`config.mk`:
```
export PLATFORM = sky130hd
export DESIGN_NAME = uart_tx_fifo
export DESIGN_NICKNAME = d
export VERILOG_FILES = /design/src/rtl/uart_tx_fifo.sv
export SDC_FILE = /design/constraint.sdc
export NUM_CORES = 1
export LEC_CHECK = 0
export CORE_UTILIZATION = 42
export DETAILED_ROUTE_END_ITERATION = 16
export PLACE_DENSITY_LB_ADDON = 0.3
export RECOVER_POWER = 25
export SLEW_MARGIN = 15
export SYNTH_ARGS = -nofsm -noshare
export SYNTH_HDL_FRONTEND = slang
export SYNTH_SLANG_ARGS = --single-unit
```
`constraint.sdc`:
```
create_clock -name wb_clk_i -period 2.7 [get_ports wb_clk_i]
set_clock_uncertainty 0.1 [all_clocks]
set_input_delay 0.675 -clock wb_clk_i [delete_from_list [all_inputs] [get_ports wb_clk_i]]
set_output_delay 0.675 -clock wb_clk_i [all_outputs]
set_load 0.1 [all_outputs]
```
`src/rtl/uart_tx_fifo.sv`:
```
// Byte-wide TX FIFO feeding an 8N1 UART transmitter with a registered serial output.
// Optional even parity bit: define UART_TX_PARITY_EN.
module uart_tx_fifo #(
  parameter int CLK_DIV    = 16,
  parameter int FIFO_DEPTH = 8
) (
  input  logic                        wb_clk_i,
  input  logic                        wb_rst_i,
  input  logic                        wr_en,
  input  logic [7:0]                  wr_data,
  output logic                        full,
  output logic                        empty,
  output logic [$clog2(FIFO_DEPTH):0] level,
  output logic                        overflow,
  output logic                        busy,
  output logic                        tx
);

  localparam int AW = $clog2(FIFO_DEPTH);

`ifdef UART_TX_PARITY_EN
  typedef enum logic [2:0] {IDLE, START, DATA, PARITY, STOP} state_t;
`else
  typedef enum logic [2:0] {IDLE, START, DATA, STOP} state_t;
`endif

  state_t        state_q, state_d;
  logic [15:0]   bit_cnt_q, bit_cnt_d;
  logic [2:0]    idx_q, idx_d;
  logic [7:0]    shift_q, shift_d;
  logic          tx_q, tx_d;
  logic          busy_q, busy_d;
  logic [AW-1:0] wptr_q, wptr_d, rptr_q, rptr_d;
  logic [AW:0]   count_q, count_d;
  logic          overflow_q, overflow_d;
  logic [7:0]    mem_q [FIFO_DEPTH];
  logic          push, pop, bit_end;
`ifdef UART_TX_PARITY_EN
  logic          par_q, par_d;
`endif

  assign full     = (count_q == (AW+1)'(FIFO_DEPTH));
  assign empty    = (count_q == '0);
  assign level    = count_q;
  assign overflow = overflow_q;
  assign busy     = busy_q;
  assign tx       = tx_q;

  // Full comes from the registered count, so a write during a pop while full is still dropped.
  assign push    = wr_en && !full;
  assign bit_end = (bit_cnt_q == 16'(CLK_DIV - 1));

  always_comb begin
    state_d   = state_q;
    bit_cnt_d = bit_end ? '0 : bit_cnt_q + 16'd1;
    idx_d     = idx_q;
    shift_d   = shift_q;
    tx_d      = tx_q;
    pop       = 1'b0;
`ifdef UART_TX_PARITY_EN
    par_d     = par_q;
`endif
    case (state_q)
      IDLE: begin
        bit_cnt_d = '0;
        tx_d      = 1'b1;
        if (!empty) pop = 1'b1;
      end
      START: begin
        if (bit_end) begin
          state_d = DATA;
          idx_d   = '0;
          tx_d    = shift_q[0];
          shift_d = {1'b0, shift_q[7:1]};
        end
      end
      DATA: begin
        if (bit_end) begin
          if (idx_q == 3'd7) begin
`ifdef UART_TX_PARITY_EN
            state_d = PARITY;
            tx_d    = par_q;
`else
            state_d = STOP;
            tx_d    = 1'b1;
`endif
          end else begin
            idx_d   = idx_q + 3'd1;
            tx_d    = shift_q[0];
            shift_d = {1'b0, shift_q[7:1]};
          end
        end
      end
`ifdef UART_TX_PARITY_EN
      PARITY: begin
        if (bit_end) begin
          state_d = STOP;
          tx_d    = 1'b1;
        end
      end
`endif
      STOP: begin
        if (bit_end) begin
          if (!empty) pop = 1'b1;
          else        state_d = IDLE;
        end
      end
      default: begin
        state_d = IDLE;
        tx_d    = 1'b1;
      end
    endcase

    // The popped byte is captured here so later FIFO writes cannot disturb the frame.
    if (pop) begin
      state_d   = START;
      bit_cnt_d = '0;
      tx_d      = 1'b0;
      shift_d   = mem_q[rptr_q];
`ifdef UART_TX_PARITY_EN
      par_d     = ^mem_q[rptr_q];
`endif
    end

    busy_d     = (state_d != IDLE);
    wptr_d     = push ? wptr_q + 1'b1 : wptr_q;
    rptr_d     = pop  ? rptr_q + 1'b1 : rptr_q;
    count_d    = count_q + (AW+1)'(push) - (AW+1)'(pop);
    overflow_d = overflow_q | (wr_en & full);
  end

  always_ff @(posedge wb_clk_i) begin
    if (wb_rst_i) begin
      state_q    <= IDLE;
      bit_cnt_q  <= '0;
      idx_q      <= '0;
      tx_q       <= 1'b1;
      busy_q     <= 1'b0;
      wptr_q     <= '0;
      rptr_q     <= '0;
      count_q    <= '0;
      overflow_q <= 1'b0;
    end else begin
      state_q    <= state_d;
      bit_cnt_q  <= bit_cnt_d;
      idx_q      <= idx_d;
      tx_q       <= tx_d;
      busy_q     <= busy_d;
      wptr_q     <= wptr_d;
      rptr_q     <= rptr_d;
      count_q    <= count_d;
      overflow_q <= overflow_d;
    end
  end

  always_ff @(posedge wb_clk_i) begin
    shift_q <= shift_d;
`ifdef UART_TX_PARITY_EN
    par_q   <= par_d;
`endif
    if (push) mem_q[wptr_q] <= wr_data;
  end

endmodule

```
==> flow_metrics.env <==
export IMPL_status="completed"
export IMPL_pre_cts_slack_ps=90.74
export IMPL_power_per_cell_area_mw_per_mm2=847.1
export IMPL_io_buffers=19
export IMPL_dieArea_mm2=0.01136
export IMPL_syn_to_final_growth_pct=13.59
export IMPL_synthArstFlopShare_pct=0
export IMPL_cts_path_max_buffers=2
export IMPL_switching_share_pct=34.01
export IMPL_hold_path_class="reg -> reg"
export IMPL_power_internal_mw=2.917
export IMPL_end_kind="flip-flop"
export IMPL_grt_usage_pct=14.89
export IMPL_critical_path_class="reg -> reg"
export IMPL_hpwl_um=5046
export IMPL_seq_area_frac_synth_pct=63.62
export IMPL_drt_pass1_iterations=4
export IMPL_cts_setup_buffers=0
export IMPL_tightestPinTransition_ps=556.0
export IMPL_syn_nets=342
export IMPL_critPathRequiredTime_ps=2850
export IMPL_fin_util_pct=49.88
export IMPL_rsz0062_at_grt="no"
export IMPL_vdd_ir_drop_max_v=0.0004619
export IMPL_grt_ovfl_total=0
export IMPL_synth_top_cell_area_share_pct=47.06
export IMPL_cts_buffers=9
export IMPL_synth_area_mm2=0.004594
export IMPL_antenna_found_initial=0
export IMPL_leakagePower_nw=1.739
export IMPL_core_mm2=0.01046
export IMPL_cts_root_buf="clkbuf_8"
export IMPL_ys_flop_type="edfxtp_1"
export IMPL_post_drt_via_cell_ratio=5.082
export IMPL_drtIter0Drc=149
export IMPL_startpoint_type="flip-flop"
export IMPL_instances_no_fill=489
export IMPL_grt_pass1_wl_um=12560
export IMPL_drv_cap=0
export IMPL_setup_viol=0
export IMPL_setup_ws_ps=287.2
export IMPL_p_switching_mw=1.503
export IMPL_period_share_pct=89.36
export IMPL_ioPinCount=20
export IMPL_clk_pin_slew_worst_paths_ps=100
export IMPL_post_synth_top_area_cell="edfxtp_1"
export IMPL_relSlewSlack_pct=62.88
export IMPL_cts_sinks=110
export IMPL_grt_pass1_vias=2428
export IMPL_start_util_pct=43.91
export IMPL_p_comb_share_pct=31.4
export IMPL_final_nets=370
export IMPL_p_total_mw=4.421
export IMPL_cp_max_fo=4
export IMPL_num_vias=2485
export IMPL_wl_um=7588
export IMPL_grt_max_degree=22
export IMPL_die_y_um=106.6
export IMPL_fmax_ghz=0.4144
export IMPL_drv_slew=0
export IMPL_cts_tree="yes"
export IMPL_h_tree_depth=3
export IMPL_synth_seq_cells=110
export IMPL_fin_crit_ps=2413
export IMPL_drc=0
export IMPL_place_gp_congestion=0.7522
export IMPL_num_antenna_cells=0
export IMPL_place_inst=473
export IMPL_wl_per_cell_um=15.52
export IMPL_cp_arrival_ps=2560
export IMPL_dieWidth_um=106.6
export IMPL_power_share_clock_pct=20.9
export IMPL_ant_nets=0
export IMPL_synth_yosys_warnings=0
export IMPL_synth_cell_type_count=44
export IMPL_ctsHoldBuffers=0
export IMPL_synth_edff_count=72
export IMPL_hold_slack_ps=371.4
export IMPL_cts_resized_gates=0
export IMPL_avgSynthCellArea_um2=14.36
export IMPL_drive_gt1_share_pct=24.36
export IMPL_clk_latency_ps=360
export IMPL_rows=37
export IMPL_synthCells=320
export IMPL_synth_area_leaders="edfxtp_1 47%, dfxtp_1 17%, mux4_2 7.8%, xor2_1 2.9%, ha_1 2.7%"
export IMPL_hold_viol_final=0
export IMPL_power_share_sequential_pct=47.7
==> routing by layer <==
layer / global-route usage [%] / vias up / share of wire (%)
li1: - / 1229 / -
met3: 3.708 / 5 / 3.3
met1: 19.00 / 1221 / 46
met5: 0 / - / 0
met4: 4.990 / 0 / 0.91
met2: 24.79 / 30 / 50
==> cell usage after synthesis, types with 2 or more instances <==
library cell	number
mux2i_1	9
nor2_4	8
and3_1	3
nor4_2	4
nor3b_2	2
nor2_2	2
nor3b_1	2
dfxtp_1	38
and4_1	3
xor2_1	15
mux4_2	16
xnor2_1	7
nand2_1	19
nor3_1	7
clkbuf_1	7
nand3_1	9
buf_2	4
ha_1	10
a21oi_1	9
or2_1	2
inv_1	5
nand2b_1	5
nor2_1	24
buf_1	3
edfxtp_1	72
or3_1	2
nor2b_1	3
buf_6	2
o21ai_0	10
nand4_1	4
==> sequential cells by signal, summed over array words and instances, names as in the netlist, 3 cells and up, named ones only <==
register,count
bit_cnt_q,16
idx_q,3
level,4
rptr_q,3
mem_q,64
wptr_q,3
state_q,3
shift_q,8
==> final timing paths <==
check | from | to | slack, ps | cells after the start
max | bit_cnt_q[0] | level[3] | 290 | 10
min | idx_q[2] | idx_q[2] | 370 | 2
max reg2reg | bit_cnt_q[0] | level[3] | 290 | 10
min reg2reg | idx_q[2] | idx_q[2] | 370 | 2
==> power groups by stage <==
stage | Combinational (mW) | Clock (mW) | Sequential (mW)
final | 1.39 | 0.923 | 2.11
after global routing | 1.51 | 1.03 | 2.13
after CTS | 1.41 | 0.960 | 2.11
after detailed placement | 1.41 | 0 | 2.15
after global placement | 1.38 | 0 | 2.14
after floorplan | 0.875 | 0 | 2.34
==> logic make-up (layout without fill, tap and decap cells) <==
logic type,count (synthesis),count (layout),share of synthesized area [%]
flip-flops,110,110,63.62
buffers and inverters,22,55,2.478
multiplexers,25,25,9.804
XOR/XNOR,22,22,4.194
AND/OR/NAND/NOR,104,104,13.48
other,1,1,0.08162
adder cells (fa/ha/maj),11,11,3.159
AO/OA/AOI/OAI,25,25,3.186
==> metrics by stage <==
step                      instance area (um2)  TNS [ps]
after floorplan                          4667     -1510
after global placement                   5039         0
after detailed placement                 5039         0
after CTS                                5219         0
after global routing                     5219         0
final                                    5219         0
==> layout make-up <==
| cell class | count | area [um2] |
|---|---|---|
| Multi-Input combinational cell | 188 | 1609 |
| Clock inverter | 5 | 48.80 |
| Fill cell | 923 | 5244 |
| Timing Repair Buffer | 34 | 305.3 |
| Tap cell | 136 | 170.2 |
| Sequential cell | 110 | 2933 |
| Clock buffer | 11 | 131.4 |
| Inverter | 5 | 21.27 |
==> cell usage in the layout (no fill, tap or decap), types with 4 or more instances in the layout <==
cell type,synthesis,routed
o21ai_0,10,10
nand2_1,19,19
clkdlybuf4s50_1,0,4
mux4_2,16,16
nor2_1,24,24
nand4_1,4,4
clkbuf_8,0,9
nand3_1,9,9
nor3_1,7,6
ha_1,10,8
a21oi_1,9,8
dfxtp_1,38,34
nand2b_1,5,5
edfxtp_1,72,72
mux2i_1,9,9
nor2_4,8,8
xor2_1,15,15
buf_4,0,22
xnor2_1,7,6
nor4_2,4,4
dlygate4sd3_1,0,6
==> critical path: stages, from the launching register on <==
cell and delay, ps:
dfxtp_1 390, ha_1 220, and3_4 220, and4_1 250
a21oi_2 110, or2_4 270, ha_1 290, a21o_1 170
a21oi_2 120, xnor2_1 120, nor2_1 50
No activity file was read; power rests on OpenSTA's default activity.
